## src/rtl/vid_pkg.sv

```systemverilog
// Shared types and helpers for the vid_* counter-driven video stages.
package vid_pkg;

    typedef enum logic [1:0] {
        WAIT_SOF = 2'd0,
        RUN      = 2'd1,
        DROP     = 2'd2
    } state_t;

    function automatic logic vid_active(input int h, input int v, input int h_act, input int v_act);
        return (h < h_act) && (v < v_act);
    endfunction

endpackage

```

## src/rtl/vid_fifo_fwft.sv

```systemverilog
// Generic synchronous first-word-fall-through FIFO; rd_data is valid whenever empty is low.
// Latency: a write at edge t is visible on rd_data after edge t.
// Backpressure: writes while full are accepted only when a read frees the slot in the same cycle.
module vid_fifo_fwft #(
    parameter int WIDTH = 8,
    parameter int DEPTH = 16
) (
    input  logic             clk,
    input  logic             rst,
    input  logic             wr_en,
    input  logic [WIDTH-1:0] wr_data,
    output logic             full,
    input  logic             rd_en,
    output logic [WIDTH-1:0] rd_data,
    output logic             empty
);

    localparam int AW = $clog2(DEPTH);

    logic [WIDTH-1:0] mem [DEPTH];
    logic [AW-1:0]    wr_ptr;
    logic [AW-1:0]    rd_ptr;
    logic [AW:0]      count;
    logic             wr_ok;
    logic             rd_ok;

    assign full  = (count == (AW+1)'(DEPTH));
    assign empty = (count == '0);
    assign rd_ok = rd_en && !empty;
    assign wr_ok = wr_en && (!full || rd_ok);
    assign rd_data = mem[rd_ptr];

    always_ff @(posedge clk or posedge rst) begin
        if (rst) begin
            wr_ptr <= '0;
            rd_ptr <= '0;
            count  <= '0;
        end else begin
            if (wr_ok) wr_ptr <= wr_ptr + 1'b1;
            if (rd_ok) rd_ptr <= rd_ptr + 1'b1;
            case ({wr_ok, rd_ok})
                2'b10:   count <= count + 1'b1;
                2'b01:   count <= count - 1'b1;
                default: count <= count;
            endcase
        end
    end

    // Storage needs no reset: the pointers define which entries are meaningful.
    always_ff @(posedge clk) begin
        if (wr_ok) mem[wr_ptr] <= wr_data;
    end

endmodule

```

## src/rtl/vid_cnt2axis.sv

```systemverilog
// Turns a vcnt/hcnt/pixel stream into AXI4-Stream video (tuser=SOF, tlast=EOL).
// Latency: pixel at input cycle t is written to the FIFO at edge t+2.
// Backpressure: absorbed by the FIFO; on overflow pixels are dropped until the next frame start.
module vid_cnt2axis
    import vid_pkg::*;
#(
    parameter int H_ACTIVE   = -1,
    parameter int H_FRAME    = -1,
    parameter int V_ACTIVE   = -1,
    parameter int V_FRAME    = -1,
    parameter int DATA_WIDTH = 24,
    parameter int FIFO_DEPTH = 16,
    localparam int HW = (H_FRAME > 1) ? $clog2(H_FRAME) : 1,
    localparam int VW = (V_FRAME > 1) ? $clog2(V_FRAME) : 1
) (
    input  logic                  clk,
    input  logic                  rst,
    input  logic [VW-1:0]         in_vcnt,
    input  logic [HW-1:0]         in_hcnt,
    input  logic [DATA_WIDTH-1:0] in_data,
    input  logic                  in_ovf_clr,
    output logic [DATA_WIDTH-1:0] m_axis_tdata,
    output logic                  m_axis_tvalid,
    input  logic                  m_axis_tready,
    output logic                  m_axis_tuser,
    output logic                  m_axis_tlast,
    output logic                  out_overflow
);

    localparam int FW = DATA_WIDTH + 2;

    logic                  s1_act;
    logic                  s1_sof;
    logic                  s1_eol;
    logic [DATA_WIDTH-1:0] s1_data;

    state_t                state;
    state_t                state_nxt;
    logic                  wr_en;
    logic                  set_ovf;
    logic                  can_wr;

    logic                  fifo_full;
    logic                  fifo_empty;
    logic                  rd_en;
    logic [FW-1:0]         fifo_rd_data;

    always_ff @(posedge clk or posedge rst) begin
        if (rst) begin
            s1_act  <= 1'b0;
            s1_sof  <= 1'b0;
            s1_eol  <= 1'b0;
            s1_data <= '0;
        end else begin
            s1_act  <= vid_active(int'(in_hcnt), int'(in_vcnt), H_ACTIVE, V_ACTIVE);
            s1_sof  <= (in_hcnt == '0) && (in_vcnt == '0);
            s1_eol  <= (int'(in_hcnt) == H_ACTIVE - 1);
            s1_data <= in_data;
        end
    end

    assign rd_en  = m_axis_tready && !fifo_empty;
    // A full FIFO still takes the write when the sink drains an entry on the same edge.
    assign can_wr = !fifo_full || rd_en;

    always_ff @(posedge clk or posedge rst) begin
        if (rst) state <= WAIT_SOF;
        else     state <= state_nxt;
    end

    always_comb begin
        state_nxt = state;
        wr_en     = 1'b0;
        set_ovf   = 1'b0;
        if (s1_act) begin
            case (state)
                RUN: begin
                    if (can_wr) begin
                        wr_en = 1'b1;
                    end else begin
                        set_ovf   = 1'b1;
                        state_nxt = DROP;
                    end
                end
                WAIT_SOF, DROP: begin
                    if (s1_sof && can_wr) begin
                        wr_en     = 1'b1;
                        state_nxt = RUN;
                    end
                end
                default: state_nxt = WAIT_SOF;
            endcase
        end
    end

    always_ff @(posedge clk or posedge rst) begin
        if (rst)             out_overflow <= 1'b0;
        else if (set_ovf)    out_overflow <= 1'b1;
        else if (in_ovf_clr) out_overflow <= 1'b0;
    end

    vid_fifo_fwft #(
        .WIDTH (FW),
        .DEPTH (FIFO_DEPTH)
    ) u_fifo (
        .clk     (clk),
        .rst     (rst),
        .wr_en   (wr_en),
        .wr_data ({s1_sof, s1_eol, s1_data}),
        .full    (fifo_full),
        .rd_en   (rd_en),
        .rd_data (fifo_rd_data),
        .empty   (fifo_empty)
    );

    assign m_axis_tvalid = !fifo_empty;
    assign {m_axis_tuser, m_axis_tlast, m_axis_tdata} = fifo_empty ? '0 : fifo_rd_data;

endmodule
```

## config.mk

```make
export PLATFORM = sky130hd
export DESIGN_NAME = vid_cnt2axis
export DESIGN_NICKNAME = d
export VERILOG_FILES = /design/src/rtl/vid_pkg.sv /design/src/rtl/vid_fifo_fwft.sv /design/src/rtl/vid_cnt2axis.sv
export SDC_FILE = /design/constraint.sdc
export NUM_CORES = 1
export LEC_CHECK = 0
export ABC_AREA = 1
export BUFFER_PORTS_ARGS = -buffer_cell sky130_fd_sc_hd__buf_2
export CORE_UTILIZATION = 33
export CTS_CLUSTER_SIZE = 25
export DETAILED_ROUTE_END_ITERATION = 12
export PLACE_DENSITY = 0.75
export SYNTH_ARGS = -nofsm -noshare
export SYNTH_HDL_FRONTEND = slang
export SYNTH_SLANG_ARGS = --single-unit
export TNS_END_PERCENT = 10
```

## constraint.sdc

```tcl
create_clock -name clk -period 1.5 [get_ports clk]
set_input_delay 0.075 -clock clk [delete_from_list [all_inputs] [get_ports clk]]
set_output_delay 0.075 -clock clk [all_outputs]
set_load 0.005 [all_outputs]
```

== Yosys cells after proc, flatten, opt, wreduce, memory -nomap -nowiden ==
Index checks and enable logic that the tools add are counted.

* Register bits after elaboration: 5
* Input bits: 30
* Output and inout bits: 28
* Logic and storage cells: 8

* Add/subtract/negate cells: 1
* Multiplexer cells: 2
* Reduce and logical (&&, ||, !) cells: 4

{| class="wikitable"
|+ Operators by type and width
! kind !! number
|-
| $mux W26 || 1
|-
| $logic_not A5 Y1 || 1
|-
| $mux W5 || 1
|-
| $sub A5 B1 Y5 const B || 1
|-
| $logic_and A1 B1 Y1 || 2
|-
| $logic_not A1 Y1 || 1
|}

== Depth between registers and ports, before layout ==
* Word-level depth: 5
* Gate-level depth with buffers: 8

== Hierarchy ==
A second synthesis with hierarchy kept.

* Cells, all modules: 1,401
* Area total of the unflattened synthesis: 18,098.6 um^2

{| class="wikitable"
|+ By module, submodules not included
! module !! instances !! cells an instance !! area an instance (um^2) !! sequential area each (um^2)
|-
| vid_fifo_fwft || 1 || 1,314 || 17,211.5 || 12,817.3
|-
| vid_cnt2axis || 1 || 87 || 887.1 || 625.6
|}

== Least setup slack after synthesis ==
Ideal clock, no wire load.

* Path type: register to register
* From: register u_fifo.count[0]
* To: register u_fifo.count[2]
* Data arrival time: 1.042 ns
* Required time: 1.435 ns
* Path slack: 0.393 ns
* Stages on the path, launching flop included: 9
* Buffers on the path: 0
* Cells stage by stage: dfrtp_1 -> inv_1 -> ha_1 -> inv_1 -> nor2_2 -> nand2_1 -> nand2_2 -> nand2_1 -> nand2_1

* Longest elaborated chain between the ends: 4

{| class="wikitable"
|+ RTL lines
! item !! RTL line !! text
|-
| start: declaration || vid_fifo_fwft.sv:23 || <nowiki>logic [AW:0] count;</nowiki>
|-
| start signal: assignment || vid_fifo_fwft.sv:42 || <nowiki>2'b10: count <= count + 1'b1;</nowiki>
|-
| start signal: assignment || vid_fifo_fwft.sv:43 || <nowiki>2'b01: count <= count - 1'b1;</nowiki>
|-
| start signal: assignment || vid_fifo_fwft.sv:44 || <nowiki>default: count <= count;</nowiki>
|-
| $logic_not A5 Y1 * || vid_fifo_fwft.sv:28 || <nowiki>assign empty = (count == '0);</nowiki>
|-
| $logic_not A1 Y1 * || n/a ||
|-
| net m_axis_tvalid || vid_cnt2axis.sv:23 || <nowiki>output logic m_axis_tvalid,</nowiki>
|-
| $logic_and A1 B1 Y1 || vid_cnt2axis.sv:62 || <nowiki>assign rd_en = m_axis_tready && !fifo_empty;</nowiki>
|-
| $logic_and A1 B1 Y1 * || vid_fifo_fwft.sv:29 || <nowiki>assign rd_ok = rd_en && !empty;</nowiki>
|}

Mark *: on every way through the listed nets, which the timed path passes. The rest lies on a longest branch. The select of a mux whose other input is x is not followed.
A chain may end at the register's enable or synchronous reset.

== Worst setup path after layout ==
* From: register u_fifo.count[0]
* To: output port m_axis_tvalid

* Longest elaborated chain between the ends: 2

{| class="wikitable"
|+ RTL lines
! item !! RTL line !! text
|-
| $logic_not A5 Y1 || vid_fifo_fwft.sv:28 ||
|-
| $logic_not A1 Y1 || vid_cnt2axis.sv:116 || <nowiki>assign m_axis_tvalid = !fifo_empty;</nowiki>
|-
| end: declaration || vid_cnt2axis.sv:23 ||
|}

No other way between the ends.

==> results by group <==
Status
  • Status: complete, no violations

Place
  • Placer Congestion: 0.681
  • Placed Area: 453 sq um
  • Cell count after placement: 92
  • Port buffer count: 3
  • Post-DP HPWL: 487 microns

Cells and area
  • Fill cells: 165
  • Area of the multi-input gates: 263 sq um
  • Layout Cells excl Fill: 97
  • Post-route cell area: 489 sq um
  • Share of cells above drive strength 1: 12.3%
  • Number of flip-flops under the largest register name: 5
  • Reg area: 125 sq um
  • Area grow syn2layout: -6.46%
  • Register with the most flip-flops: u_fifo.count
  • Antenna cells: 0
  • Final net count: 114
  • Largest registers: u_fifo.count (5)
  • Final core occ: 32.9%

Power and ir drop
  • Internal power: 240 uW
  • Max VDD drop: 0.283 mV
  • Register share of total power: 43.9%
  • Combinational Power Share: 7.8%
  • Switching power total: 68.9 uW
  • Clock share of power: 48.3%
  • P_leak: 0.314 nW
  • Switching part of the total: 22.3%
  • PD cells: 630 nW/um^2

Critical path
  • Crit path cell chain: inv_1 -> ha_1 -> inv_1 -> nor2_2 -> nand2_1 -> buf_2
  • Reg-to-reg startpoint: u_fifo.count[0]
  • Reg2reg end: u_fifo.count[3]
  • Crit-path most repeated cell: inv_1
  • Max incr delay on CP: 0.37 ns
  • Data required, critical path: 1.42 ns
  • R2r setup slk: 0.30 ns
  • CP arrival: 1.26 ns
  • R2R cell count: 8
  • CP endpoint: m_axis_tvalid
  • Worst Path Max Fanout: 5
  • WS Path Type: flop to output pin
  • Crit end category: output pin
  • Worst Setup SP: u_fifo.count[0]
  • Crit-path slowest cell: dfrtp_1
  • Startpoint types: flop

Worst hold path
  • Worst hold path type: input port to flop

Logic synthesis
  • Main flop type after synthesis: dfrtp_1
  • Count leader, synth: buf_4
  • Cells after Synth: 74
  • Yosys cell types: 12
  • Synth area leader: buf_4
  • Async S/R FF share, synth: 100%
  • Synth top cells by count: buf_4 (27), nand2_1 (22), inv_1 (8)
  • Sequential area share after synthesis: 23.9%
  • Yosys synthesis warning count: 0
  • Top cell type's share of synthesized area: 38.8%
  • Synth Cell Area: 523 sq um
  • Area contributors post-synth: buf_4 (39%), dfrtp_1 (24%), nand2_1 (16%), inv_1 (5.7%), ha_1 (4.8%)
  • Post-synth EDFFs: 0
  • Number of synthesized register bits: 5
  • Syn_area_per_cell: 7.07 sq um

Clock tree
  • Deepest clock path buffer count: 2
  • Num CTS Buffers: 3
  • Htree depth: 1
  • Resize count post-CTS: 0
  • Worst-Skew Late Latency: 0.23 ns
  • CTS Sinks: 5
  • TritonCTS clock tree: done
  • Root Buffer: clkbuf_4
  • CTS clk-pin slew, worst paths: 0.04 ns

Detailed routing
  • DR WL/cell: 6.03 microns
  • DRC Markers: 0
  • Post-Route WL: 585 microns
  • DRT Pass-1 Iters: 4
  • Routed vias/inst: 3.53
  • Antenna Nets Post-Route: 0
  • Vias: 342
  • 1st-iter DRT viols: 2

Floorplan
  • Die width: 41.8 microns
  • Area of the die: 1750 sq um
  • Die H: 41.8 microns
  • Rows: 14
  • Core Region: 1490 sq um
  • # IOs: 58
  • Initial Util: 35.1%

Global route
  • Antenna violations before repair: 0
  • Largest net degree at the start of global routing: 6
  • First-pass GRT wire length: 993 microns
  • GRT overflow: 0
  • Gr usage total: 7.43%
  • Number of global-route vias before repair: 273

STA
  • Setup Skew: 0.00117 ns
  • # setup viols final: 0
  • Slew Limit Fails: 0
  • Post-layout min period: 1.34 ns
  • Hold Vio Cnt, Final: 0
  • Final TNS setup: 0 ns
  • Unrepaired setup endpoints after global routing: no
  • Fmax: 748 MHz
  • Post-route clock period utilization: 89.2%

Job
  • Max cap viols: 0
==> power groups by stage <==
stage	combinational (mW)	clock (mW)	sequential (mW)
finish	0.0240	0.149	0.135
global route	0.0290	0.160	0.135
CTS	0.0231	0.157	0.135
detailed placement	0.0212	0	0.137
global placement	0.0208	0	0.137
floorplan	0.0686	0	0.137
==> cells by family (layout without fill, tap and decap cells) <==
| family | Yosys count | in the layout | share of synthesized area (%) |
|---|---|---|---|
| buf+inv | 35 | 16 | 44.5 |
| simple gates | 29 | 29 | 22.7 |
| flops | 5 | 5 | 23.9 |
| fa+ha+maj | 2 | 2 | 4.78 |
| other cells | 1 | 27 | 0.717 |
| compound gates | 1 | 1 | 1.67 |
| xor+xnor | 1 | 1 | 1.67 |
==> metrics by stage <==
step | power (mW) | worst slack (ns) | hold WS, ns
floorplan | 0.206 | 0.393 | -0.146
global placement | 0.158 | 0.330 | -0.0297
detailed placement | 0.158 | 0.294 | -0.0235
CTS | 0.315 | 0.140 | 0.172
global route | 0.324 | 0.0228 | 0.209
finish | 0.308 | 0.162 | 0.180
==> cell type report <==
type                       count  share of cell area [%]
sequential                     5                    25.6
clock buffer                   4                    5.37
multi-input combinational     60                    53.7
timing repair buffer           4                    5.12
tap                           16                    4.09
inverter                       8                    6.14
==> repair_timing <==
action	CTS	global route
setup buffers	0	0
hold endpoints to repair	5	0
hold buffers	1	0
==> worst min path at each step <==
stage / endpoint / from / cells past startpoint
final: u_fifo.count[0] / m_axis_tready / 4
after detailed placement: u_fifo.count[2] / rst / 2
after global routing: u_fifo.count[1] / m_axis_tready / 4
after floorplan: u_fifo.count[0] / rst / 1
after global placement: u_fifo.count[2] / rst / 2
after CTS: u_fifo.count[2] / m_axis_tready / 4
==> cells in the final DEF (no fill, tap or decap), drive strengths merged <==
master / netlist / final
a21oi: 1 / 1
inv: 8 / 8
ha: 2 / 2
nand2: 23 / 23
nand3: 2 / 2
dfrtp: 5 / 5
nor2: 4 / 4
buf: 27 / 3
clkbuf: 0 / 4
conb: 1 / 27
dlygate4sd3: 0 / 1
xor2: 1 / 1
==> metal layers <==
layer,up-vias,track usage [%],part of all wire (%),wire [microns]
met4,0,5.81,0,0
met1,145,9.24,42,248
met3,0,1.74,10,61
met5,-,0,0,0
li1,176,-,-,-
met2,21,10.9,47,274
==> worst max-delay path, delay by kind of cell, from the launching register on <==
family / cells / cell delay, ns
buf+inv: 3 / 0.31
simple gates: 2 / 0.18
flops: 1 / 0.37
fa+ha+maj: 1 / 0.17
Note: power is estimated with default switching activity, not from simulation.
